<file path="config.mk">
export PLATFORM = sky130hd
export DESIGN_NAME = fc_out_streamer
export DESIGN_NICKNAME = d
export VERILOG_FILES = /design/src/rtl/fc_pkg.sv /design/src/rtl/fc_requant.sv /design/src/rtl/fc_out_streamer.sv
export SDC_FILE = /design/constraint.sdc
export NUM_CORES = 1
export LEC_CHECK = 0
export BUFFER_PORTS_ARGS = -buffer_cell sky130_fd_sc_hd__buf_2
export CAP_MARGIN = 10
export CORE_UTILIZATION = 25
export CTS_BUF_LIST = sky130_fd_sc_hd__clkbuf_2 sky130_fd_sc_hd__clkbuf_4 sky130_fd_sc_hd__clkbuf_8
export DETAILED_ROUTE_END_ITERATION = 7
export GPL_TIMING_DRIVEN = 0
export PLACE_DENSITY = 0.45
export SETUP_SLACK_MARGIN = 0.05
export SYNTH_ARGS = -nofsm -noshare
export SYNTH_HDL_FRONTEND = slang
export SYNTH_SLANG_ARGS = --single-unit
</file>
<file path="constraint.sdc">
create_clock -name clk -period 3.82 [get_ports clk]
set_input_delay 0.573 -clock clk [delete_from_list [all_inputs] [get_ports clk]]
set_output_delay 0.573 -clock clk [all_outputs]
set_load 0.05 [all_outputs]
</file>
<file path="src/rtl/fc_pkg.sv">
// Shared definitions for the fully-connected output streamer.
//   acc_w   : accumulator width derived from activation width and fan-in
//   sat_max : largest non-negative activation for a given width
//   state_e : streamer FSM states
package fc_pkg;

  typedef enum logic [0:0] {IDLE, STREAM} state_e;

  function automatic int unsigned acc_w(input int unsigned width, input int unsigned fan_in);
    return width * 2 + $clog2(fan_in);
  endfunction

  function automatic int unsigned sat_max(input int unsigned width);
    return (32'd1 << (width - 1)) - 32'd1;
  endfunction

endpackage

</file>
<file path="src/rtl/fc_requant.sv">
// Requantizes one accumulator value by round, shift and saturate.
//   i_v   : signed accumulator value (ACC_W bits)
//   o_q   : unsigned activation, 0..2^(WIDTH-1)-1
//   o_sat : value was clipped to the maximum (never set for negative inputs)
module fc_requant import fc_pkg::*; #(
  parameter int unsigned WIDTH = 8,
  parameter int unsigned ACC_W = 23,
  parameter int unsigned SHIFT = 7
) (
  input  logic [ACC_W-1:0] i_v,
  output logic [WIDTH-1:0] o_q,
  output logic             o_sat
);

  // Rounding bit position; SHIFT=0 has no rounding term at all.
  localparam int unsigned    RND_POS = (SHIFT > 0) ? SHIFT - 1 : 0;
  localparam logic [ACC_W:0] RND     = (SHIFT > 0) ? ((ACC_W + 1)'(1) << RND_POS) : '0;
  localparam logic [ACC_W:0] MAX_Q   = (ACC_W + 1)'(sat_max(WIDTH));

  logic [ACC_W:0] w_sum;
  logic [ACC_W:0] w_r;

  // One extra bit so the rounding add cannot wrap.
  assign w_sum = {1'b0, i_v} + RND;
  assign w_r   = w_sum >> SHIFT;

  always_comb begin
    o_q   = '0;
    o_sat = 1'b0;
    if (!i_v[ACC_W-1]) begin
      if (w_r > MAX_Q) begin
        o_q   = MAX_Q[WIDTH-1:0];
        o_sat = 1'b1;
      end else begin
        o_q   = w_r[WIDTH-1:0];
      end
    end
  end

endmodule

</file>
<file path="src/rtl/fc_out_streamer.sv">
// Captures all N_OUT neuron accumulators in one handshake, requantizes them
// and streams them out one neuron per beat.
//   clk, rst            : clock, asynchronous active-high reset
//   in_valid / in_ready : frame capture handshake; in_z is the frame
//   out_valid/out_ready : output beat handshake
//   out_data, out_idx   : requantized activation and its neuron index
//   out_last            : beat carries the final neuron
//   sat_flag            : some element of the current frame saturated
module fc_out_streamer import fc_pkg::*; #(
  parameter int unsigned  WIDTH = 8,
  parameter int unsigned  IN    = 128,
  parameter int unsigned  N_OUT = 10,
  parameter int unsigned  SHIFT = 7,
  localparam int unsigned ACC_W = acc_w(WIDTH, IN),
  localparam int unsigned IDX_W = (N_OUT > 1) ? $clog2(N_OUT) : 1
) (
  input  logic             clk,
  input  logic             rst,
  input  logic             in_valid,
  output logic             in_ready,
  input  logic [ACC_W-1:0] in_z [N_OUT],
  output logic             out_valid,
  input  logic             out_ready,
  output logic [WIDTH-1:0] out_data,
  output logic [IDX_W-1:0] out_idx,
  output logic             out_last,
  output logic             sat_flag
);

  localparam logic [IDX_W-1:0] LAST_IDX = IDX_W'(N_OUT - 1);

  logic [WIDTH-1:0] w_q [N_OUT];
  logic [N_OUT-1:0] w_sat;
  logic [IDX_W-1:0] w_idx_nxt;

  state_e           r_state;
  logic [WIDTH-1:0] r_buf [N_OUT];
  logic [IDX_W-1:0] r_idx;
  logic             r_valid;
  logic [WIDTH-1:0] r_data;
  logic             r_last;
  logic             r_sat;

  for (genvar g = 0; g < N_OUT; g++) begin : g_requant
    fc_requant #(
      .WIDTH(WIDTH),
      .ACC_W(ACC_W),
      .SHIFT(SHIFT)
    ) u_requant (
      .i_v  (in_z[g]),
      .o_q  (w_q[g]),
      .o_sat(w_sat[g])
    );
  end

  assign w_idx_nxt = r_idx + 1'b1;

  always_ff @(posedge clk or posedge rst) begin
    if (rst) begin
      r_state <= IDLE;
      r_idx   <= '0;
      r_valid <= 1'b0;
      r_data  <= '0;
      r_last  <= 1'b0;
      r_sat   <= 1'b0;
      for (int i = 0; i < N_OUT; i++) r_buf[i] <= '0;
    end else begin
      case (r_state)
        IDLE: begin
          if (in_valid) begin
            for (int i = 0; i < N_OUT; i++) r_buf[i] <= w_q[i];
            r_sat   <= |w_sat;
            r_idx   <= '0;
            r_valid <= 1'b1;
            // First beat is presented straight from the requantizers.
            r_data  <= w_q[0];
            r_last  <= (N_OUT == 1);
            r_state <= STREAM;
          end
        end
        STREAM: begin
          if (out_ready) begin
            if (r_idx == LAST_IDX) begin
              r_state <= IDLE;
              r_idx   <= '0;
              r_valid <= 1'b0;
              r_data  <= '0;
              r_last  <= 1'b0;
            end else begin
              r_idx   <= w_idx_nxt;
              r_data  <= r_buf[w_idx_nxt];
              r_last  <= (w_idx_nxt == LAST_IDX);
            end
          end
        end
        default: r_state <= IDLE;
      endcase
    end
  end

  assign in_ready  = (r_state == IDLE);
  assign out_valid = r_valid;
  assign out_data  = r_data;
  assign out_idx   = r_idx;
  assign out_last  = r_last;
  assign sat_flag  = r_sat;

endmodule

</file>
==> run metrics <==
outcome=complete, no violations; Routed WL=23500 um; CTS buffer count=9; # diodes=0; sequential area share after synthesis=31.6%; Area Growth Syn to Fin=21.7%; slowest CP cell=ha_2; mapped cell area=~0.0076 mm^2; hpwl dp=approximately 19000 um; sw frac=a little over two fifths; clock period minus worst slack=~3.5 ns; CTS tree=built; Die Area=0.0311 mm^2; Post-Layout Cell Count=1445; skew final=0.0147 ns; Max-Slew Margin vs Limit=19.9%; P_int=approximately 2.9 mW; share of cells above drive strength 1=between 20% and 30%; Die W=about 180 um; Post-synth ARST share=100%; Multi-input gate area=0.00494 mm^2; logic gate share of total power=between 50% and 60%; Post-layout nets=~1300; WS Path Type=reg2reg; global route total overflow=0; grt met3 use=2.89%; Buffers on Ports=180; CTS max path bufs=2; GR Util met2=25.2%; number of global-route vias before repair=about 7100; final max-slew violation count=0; Synth Instances=roughly 860; Seq pwr share=approximately a third; drt drc=0; crit-path max cell delay=0.53 ns; Req. time, crit path=4.10 ns; post-synthesis cell type count=72; f_max=roughly 280 MHz; CTS clk-pin slew, worst paths=about 0.10 ns; critical path launch point type=flop; via count=7332; peak supply drop=roughly 0.25 mV; RSZ-0062 raised after global routing=false; HP Class=in2async; EDFF count, synth=0; first-pass GRT wire length=37600 um; final hold vios=0; global route hottest layer=met2; critical-path cell list=clkbuf_4, clkbuf_4, buf_2, inv_1, ha_2, buf_2, mux4_2, mux2i_1, o22a_1, o221ai_1, o21a_1; CTS sink cnt=96; Clk pwr share=15.4%; router iterations before antenna repair=4; # rows=63; initial antenna violation count=2; FILL cells=3217; antenna-violating nets left=0; CP top delay family=buffers and inverters; Buf/Inv on CP=5; Iter 0 DRT Violations=roughly 300; Worst Max-Slew Pin Slew=~1.2 ns; Lkg Pwr=between 4 and 5 nW; initial core utilization=25.5%; Syn Nets=between 1000 and 1500; placed insts=1430; Die Ht=between 150 and 200 um; Critical Path AT=3.82 ns; DR WL/cell=approximately 16 um; met1 usage=20.6%; CTS Hold Buffers Added=0; # setup viols final=0; FF+latch area=0.00240 mm^2; Sw Pwr=around 2.1 mW; largest net degree at the start of global routing=65; Yosys reg bits=96; YS warnings=0; ys flop type=dfrtp_1; Worst setup EP type=flop; max_cap viols=0; Placeable Area=~0.030 mm^2; clock root buffer=clkbuf_8; Critical Path Fanout Max=10; I/O pin total=250; GPL Wtd Cong=a little under 0.9; Via-to-Cell Ratio=about 5; clk_lat worst skew=0.39 ns; power density over the cells=538 mW/mm^2; fin crit share=between 90% and 100%; setup TNS=0 ns; Mapped Avg Cell Area=~9 um^2; H-Tree Depth=3; GRT Overall Usage=approximately 15%; utilization after layout=between 30 and 40%
path summary, 6_finish.rpt:
check,startpoint,to,slack (ns),cells after the start
max,out_idx[0],out_data[3],0.28,11
min,rst,r_buf[4],0.19,2
max reg2reg,out_idx[0],out_data[3],0.28,11
min reg2reg,r_buf[25],r_buf[25],0.48,1
max in group asynchronous,rst,r_buf[64],2.95,3
min in group clk,r_buf[25],r_buf[25],0.48,1
area by class of cell:
| class | count | area share, % |
|---|---|---|
| multi-input combinational | 698 | 53.4 |
| sequential | 96 | 26.0 |
| timing repair buffer | 181 | 10.0 |
| tap | 390 | 5.27 |
| buffer | 42 | 1.96 |
| clock buffer | 11 | 1.57 |
| inverter | 22 | 0.920 |
| clock inverter | 5 | 0.866 |
state kept, by name, summed over array words and instances (netlist names):
register   flops
out_last       1
out_data       8
sat_flag       1
out_idx        4
r_state        1
r_buf         80
out_valid      1
power by group through the flow:
stage	clock network (mW)	logic (mW)	registers [mW]
2_1_floorplan	0	1.55	1.84
3_3_place_gp	0	2.45	1.74
3_5_place_dp	0	2.48	1.74
4_1_cts	0.788	2.49	1.72
5_1_grt	0.814	2.69	1.77
6_report	0.767	2.49	1.72
cell usage after synthesis (5+ instances only):
cell / instances / area share (%)
nand2_1: 81 / 4.0
nor2_1: 44 / 2.2
a31oi_1: 12 / 0.99
o21a_1: 9 / 0.89
o31ai_1: 18 / 1.8
nor3b_1: 7 / 0.69
o21ai_0: 31 / 2.0
clkbuf_1: 34 / 1.7
dfrtp_1: 96 / 32
xnor2_1: 38 / 4.4
and4_1: 12 / 1.4
a211oi_1: 51 / 5.0
a21o_1: 53 / 5.2
mux4_2: 16 / 4.7
ha_1: 13 / 2.1
nor3_1: 22 / 1.4
inv_1: 22 / 1.1
o22a_1: 7 / 0.81
nand4_1: 27 / 2.2
nand3_1: 50 / 3.3
mux2i_1: 21 / 2.8
xor2_1: 30 / 3.5
a21oi_1: 17 / 1.1
a311oi_1: 5 / 0.58
and3_1: 19 / 1.6
nor2b_1: 20 / 1.6
o22ai_1: 5 / 0.41
nor4_1: 16 / 1.3
kinds of logic after synthesis:
family | count (synthesis) | synth area share (%)
and+or+nand+nor | 331 | 23.6
AOI/OAI and AO/OA | 246 | 23.5
DFF | 96 | 31.6
xor gates and xnor gates | 68 | 7.84
buffers and inverters | 65 | 3.42
muxes | 40 | 7.95
adders and majority gates | 13 | 2.14
worst reg2reg max path, stage by stage (launching register included):
cell and delay, ns:
dfrtp_1 0.42, clkbuf_4 0.31, clkbuf_4 0.33, buf_2 0.32
inv_1 0.08, ha_2 0.53, buf_2 0.36, mux4_2 0.38
mux2i_1 0.19, o22a_1 0.21, o221ai_1 0.15, o21a_1 0.14
layout by cell type (no fill, tap or decap), types with 5 or more instances in the layout:
| cell type | Yosys | final |
|---|---|---|
| a211oi_1 | 51 | 51 |
| a21o_1 | 53 | 53 |
| a21oi_1 | 17 | 17 |
| a311oi_1 | 5 | 5 |
| a31oi_1 | 12 | 12 |
| and3_1 | 19 | 19 |
| and4_1 | 12 | 12 |
| buf_2 | 4 | 184 |
| clkbuf_1 | 34 | 33 |
| clkbuf_8 | 0 | 10 |
| dfrtp_1 | 96 | 96 |
| ha_1 | 13 | 12 |
| inv_1 | 22 | 21 |
| mux2i_1 | 21 | 21 |
| mux4_2 | 16 | 16 |
| nand2_1 | 81 | 81 |
| nand3_1 | 50 | 50 |
| nand4_1 | 27 | 27 |
| nor2_1 | 44 | 44 |
| nor2b_1 | 20 | 20 |
| nor3_1 | 22 | 22 |
| nor3b_1 | 7 | 7 |
| nor4_1 | 16 | 16 |
| o21a_1 | 9 | 9 |
| o21ai_0 | 31 | 31 |
| o22a_1 | 7 | 7 |
| o22ai_1 | 5 | 5 |
| o31ai_1 | 18 | 18 |
| xnor2_1 | 38 | 38 |
| xor2_1 | 30 | 30 |
metrics by stage:
step	area, um^2	hold WS, ns	setup WS, ns	power, mW
3_5_place_dp	9020	0.462	-0.692	4.21
5_1_grt	9250	0.214	0.0885	5.28
4_1_cts	9250	0.190	0.118	5.00
3_3_place_gp	8990	0.456	-0.701	4.19
2_1_floorplan	7600	0.441	0.0816	3.39
6_report	9250	0.189	0.277	4.98
routing by layer:
| layer | share of wire, % | vias up |
|---|---|---|
| met5 | 0.047 | - |
| met4 | 0.72 | 2 |
| met3 | 4.7 | 15 |
| met2 | 47 | 155 |
| met1 | 48 | 3480 |
| li1 | - | 3680 |
timing repair:
item	4_1_cts	5_1_grt
setup endpoints to repair	8	6
gates resized for setup	3	2
buffers inserted	0	0
gates cloned	0	0
Note: power is estimated with default switching activity, not from simulation.
